==> src/rtl/uart_tx_fifo_feeder.sv <==
// Byte FIFO that paces bytes into the UART transmit controller using its Start/Empty handshake.
// Producers may burst up to DEPTH bytes; drops on a full FIFO set a sticky Overflow flag.
module uart_tx_fifo_feeder #(
  parameter int unsigned DEPTH = 16,
  parameter int unsigned CW    = $clog2(DEPTH + 1)
) (
  input  logic          Clock,
  input  logic          Reset,
  input  logic          Push,
  input  logic [7:0]    Push_data,
  output logic          Full,
  output logic [CW-1:0] Count,
  output logic          Overflow,
  output logic          Busy,
  output logic          TX_start,
  output logic [7:0]    TX_data,
  input  logic          TX_empty
);

  localparam int unsigned AW = $clog2(DEPTH);

  typedef enum logic [1:0] {StIdle, StReq, StBusy} state_e;

  state_e          state_q, state_d;
  logic [7:0]      mem_q [DEPTH];
  logic [AW-1:0]   wr_ptr_q, rd_ptr_q;
  logic [CW-1:0]   count_q, count_d;
  logic            full_q, full_d;
  logic            overflow_q;
  logic            busy_q, busy_d;
  logic            tx_start_q, tx_start_d;
  logic [7:0]      tx_data_q, tx_data_d;
  logic            push_ok, pop;

  // Acceptance uses the registered Full so a pop on the same edge cannot make room.
  assign push_ok = Push && !full_q;

  always_comb begin
    state_d    = state_q;
    tx_start_d = tx_start_q;
    tx_data_d  = tx_data_q;
    pop        = 1'b0;
    case (state_q)
      StIdle: begin
        tx_start_d = 1'b0;
        if (count_q != '0 && TX_empty) begin
          tx_data_d  = mem_q[rd_ptr_q];
          tx_start_d = 1'b1;
          state_d    = StReq;
        end
      end
      StReq: begin
        // Empty falling means the controller has latched TX_data.
        if (!TX_empty) begin
          tx_start_d = 1'b0;
          pop        = 1'b1;
          state_d    = StBusy;
        end
      end
      StBusy: begin
        if (TX_empty) state_d = StIdle;
      end
      default: begin
        tx_start_d = 1'b0;
        state_d    = StIdle;
      end
    endcase
  end

  always_comb begin
    count_d = count_q;
    case ({push_ok, pop})
      2'b10:   count_d = count_q + CW'(1);
      2'b01:   count_d = count_q - CW'(1);
      default: count_d = count_q;
    endcase
    full_d = (count_d == CW'(DEPTH));
    busy_d = (count_d != '0) || (state_d != StIdle);
  end

  always_ff @(posedge Clock) begin
    if (push_ok) mem_q[wr_ptr_q] <= Push_data;
  end

  always_ff @(posedge Clock) begin
    if (Reset) begin
      state_q    <= StIdle;
      wr_ptr_q   <= '0;
      rd_ptr_q   <= '0;
      count_q    <= '0;
      full_q     <= 1'b0;
      overflow_q <= 1'b0;
      busy_q     <= 1'b0;
      tx_start_q <= 1'b0;
      tx_data_q  <= 8'h00;
    end else begin
      state_q    <= state_d;
      count_q    <= count_d;
      full_q     <= full_d;
      busy_q     <= busy_d;
      tx_start_q <= tx_start_d;
      tx_data_q  <= tx_data_d;
      if (push_ok) wr_ptr_q <= wr_ptr_q + AW'(1);
      if (pop) rd_ptr_q <= rd_ptr_q + AW'(1);
      if (Push && full_q) overflow_q <= 1'b1;
    end
  end

  assign Full     = full_q;
  assign Count    = count_q;
  assign Overflow = overflow_q;
  assign Busy     = busy_q;
  assign TX_start = tx_start_q;
  assign TX_data  = tx_data_q;

endmodule

==> config.mk <==
export PLATFORM = sky130hd
export DESIGN_NAME = uart_tx_fifo_feeder
export DESIGN_NICKNAME = d
export VERILOG_FILES = /design/src/rtl/uart_tx_fifo_feeder.sv
export SDC_FILE = /design/constraint.sdc
export NUM_CORES = 1
export LEC_CHECK = 0
export CORE_MARGIN = 3
export CORE_UTILIZATION = 60
export CTS_BUF_LIST = sky130_fd_sc_hd__clkbuf_8
export CTS_CLUSTER_DIAMETER = 120
export CTS_CLUSTER_SIZE = 24
export DETAILED_ROUTE_END_ITERATION = 12
export PLACE_DENSITY = 0.78
export RECOVER_POWER = 100
export REMOVE_ABC_BUFFERS = 1
export SETUP_SLACK_MARGIN = 0.3
export SKIP_CTS_REPAIR_TIMING = 1
export SYNTH_ARGS = -nofsm -noshare
export SYNTH_HDL_FRONTEND = slang
export SYNTH_SLANG_ARGS = --single-unit
export TNS_END_PERCENT = 20
==> constraint.sdc <==
create_clock -name Clock -period 3.59 [get_ports Clock]
set_clock_uncertainty 0.05 [all_clocks]
set_input_delay 0.5385 -clock Clock [delete_from_list [all_inputs] [get_ports Clock]]
set_output_delay 0.5385 -clock Clock [all_outputs]
set_load 0.02 [all_outputs]
==> flow_metrics.tcl <==
set metrics [dict create \
    worstPathArrival_ns 3.42 \
    p_leak_nw 2.31 \
    critPathTopFamily "simple AND/OR/NAND/NOR gates" \
    area_growth_pct 12.8 \
    power_density_nw_per_um2 515 \
    clk_pin_slew_ns 0.08 \
    cts_buffer_depth 2 \
    finalWirelength_um 11100 \
    synthSimpleGateAreaFrac 0.0606 \
    drc 0 \
    ys_ff_latch 155 \
    cap_violations 0 \
    crit_path_frequent_cell "xnor2_1" \
    switching_share 0.237 \
    ir_drop_v 0.000369 \
    dieArea_um2 11600 \
    final_common_cell "edfxtp_1" \
    drtPass1Iterations 4 \
    synth_top_family_by_area "multiplexers" \
    tns_ns 0 \
    layout_common_cells "128 x edfxtp_1, 41 x nor2_1, 40 x mux4_2" \
    period_share 0.873 \
    ff2ff_path_depth 11 \
    utilization 0.707 \
    antenna_found_initial 0 \
    slew_headroom 0.238 \
    slew_violations 0 \
    grt-ovfl-total 0 \
    setup_viol 0 \
    cts_max_level 4 \
    yosys.area.top_type_share 0.618 \
    clkPwrFrac 0.359 \
    cp_slowest_cell "dlygate4sd3_1" \
    hold_depth 2 \
    crit_type "in -> reg" \
    ys_top_cells_by_area "edfxtp_1 62%, mux4_2 14%, dfxtp_1 8.7%" \
    postRouteAntennaNets 0 \
    syn_area_um2 6220 \
    tightest_slew_ns 1.14 \
    syn_avg_cell_area_um2 17.6 \
    regArea_um2 4380 \
    setup.worst_path.start "TX_empty" \
    timing.rr.start "state_q[0]$_SDFF_PP0_" \
    num_rows 36 \
    slowest_delay_ns 0.60 \
    hold_viol 0 \
    clock_sinks 155 \
    drt_iter0_markers 199 \
    status "finished clean" \
    fill_cells 640 \
    clock_latency_ns 0.44 \
    yosysSeqAreaShare 0.705 \
    cp-start-kind "primary input" \
    max_freq_ghz 0.319 \
    synth_compound_area_frac 0.0225 \
    synth_largest_area_cell "edfxtp_1" \
    synth_xor_area_frac 0.0169 \
    hp-start "TX_start$_SDFFE_PP0P_" \
    p_comb_frac 0.083 \
    synthFlopType "edfxtp_1" \
    post_drt_wl_per_cell_um 20.9 \
    start_util 0.627 \
    r2r_end "Full$_SDFF_PP0_" \
    num_vias 3155 \
    io_buffer_count 28 \
    synthCells 354 \
    track_usage 0.215 \
    synthArstFlopShare 0 \
    viasPerCell 5.92 \
    die_x_um 108 \
    fin_nets 406 \
    p_int_mw 2.76 \
    crit_buf_inv 2 \
    synth.distinct_cells 35 \
    end_kind "register" \
    synth-edff-count 128 \
    fp.coreArea_um2 9910 \
    synthAdderAreaFrac 0.0141 \
    crit_required_ns 3.88 \
    layout-drive-gt1-share 0.193 \
    power.switching_mw 0.856 \
    cts_tree "yes" \
    power.share.sequential 0.558 \
    rsz0062_at_grt "false" \
    min_to "TX_start$_SDFFE_PP0P_" \
    finalWeightedCongestion 0.767 \
    pin_count 29 \
    min_period_ns 3.14 \
    dp_hpwl_um 7380 \
    grt_pass1_vias 3171 \
    multi_input_area_um2 1700 \
    numCtsBuffers 17 \
    grt_max_degree 36 \
    root_buffer "clkbuf_8" \
    antenna_cells 0 \
    grt_pass1_wl_um 17900 \
    synthMuxAreaShare 0.161 \
    rrSetupSlack_ns 0.68 \
    worstPathCellList "dlygate4sd3_1, or3b_1, clkinv_4, nand2_1, xnor2_1, ha_1, a21oi_1, nor3_1, a311oi_1, a21oi_2, xnor2_1, and4bb_1" \
    ys_warn_count 0 \
    hold_class "reg -> reg" \
    fp.dieH_um 108 \
    crit_fanout 8 \
]
## per-stage QoR
step	cells	hold WS [ns]	area (um^2)	total power, mW	setup WS [ns]
4_1_cts	533	0.409	7040	3.66	0.692
5_1_grt	533	0.421	7010	3.76	0.356
3_3_place_gp	501	0.395	6640	2.36	0.330
3_5_place_dp	501	0.397	6640	2.37	0.221
2_1_floorplan	333	0.426	6120	2.24	0.643
6_report	533	0.402	7010	3.61	0.455
## cell type report
| cell class | count | share of cell area |
|---|---|---|
| clock buffers | 17 | 0.0334 |
| clock inverters | 15 | 0.0241 |
| inverters | 6 | 0.00393 |
| multi-input cells | 172 | 0.243 |
| flip-flops and latches | 155 | 0.625 |
| well taps | 133 | 0.0237 |
| repair buffers | 35 | 0.0466 |
## worst min-delay path: stages, from the launching register on
cell     delay (ns)
dfxtp_1        0.31
nand2_1        0.05
a21oi_1        0.05
## power groups by stage
stage	clock [mW]	sequential [mW]	combinational [mW]
CTS	1.33	2.02	0.316
global route	1.41	2.02	0.330
detailed placement	0	2.06	0.314
finish	1.30	2.02	0.300
global placement	0	2.06	0.305
floorplan	0	2.08	0.161
## synth_stat cells (all sizes together), types with 2 or more instances
library cell  instances
xor2                  5
buf                  10
o21ai                 2
edfxtp              128
xnor2                 7
mux2i                10
a21oi                12
nand4                 2
clkbuf               11
nor2                 41
nor3                  9
mux4                 40
nand2                19
dfxtp                27
inv                   5
nand2b                3
or3                   2
ha                    7
## flip-flops by register name (all words and copies together) (netlist names)
signal / cells
Busy: 1
Count: 5
Full: 1
Overflow: 1
TX_data: 8
TX_start: 1
mem_q: 128
rd_ptr_q: 4
state_q: 2
wr_ptr_q: 4
## logic make-up after synthesis
kind of cell / count (synthesis)
AND/OR/NAND/NOR: 83
multiplexers: 50
XOR/XNOR: 12
buffers and inverters: 27
AO/OA/AOI/OAI: 20
flip-flops: 155
adder cells (fa/ha/maj): 7
## metal layers
metal  up-vias  track usage  share of wire
met5         -            0              0
met4         0       0.0658          0.013
met3        13       0.0540          0.052
met2       113        0.335           0.49
met1      1591        0.305           0.45
li1       1438            -              -
## how the worst max path moves through the flow
stage / slack (ns) / end / cells after the start
after floorplan: 0.64 / TX_data[0]$_SDFFE_PP0P_ / 4
after global placement: 0.33 / Full$_SDFF_PP0_ / 12
after detailed placement: 0.22 / Full$_SDFF_PP0_ / 12
after CTS: 0.69 / Full$_SDFF_PP0_ / 12
after global routing: 0.36 / Full$_SDFF_PP0_ / 12
final: 0.45 / Full$_SDFF_PP0_ / 12
No activity file was read; power rests on OpenSTA's default activity.
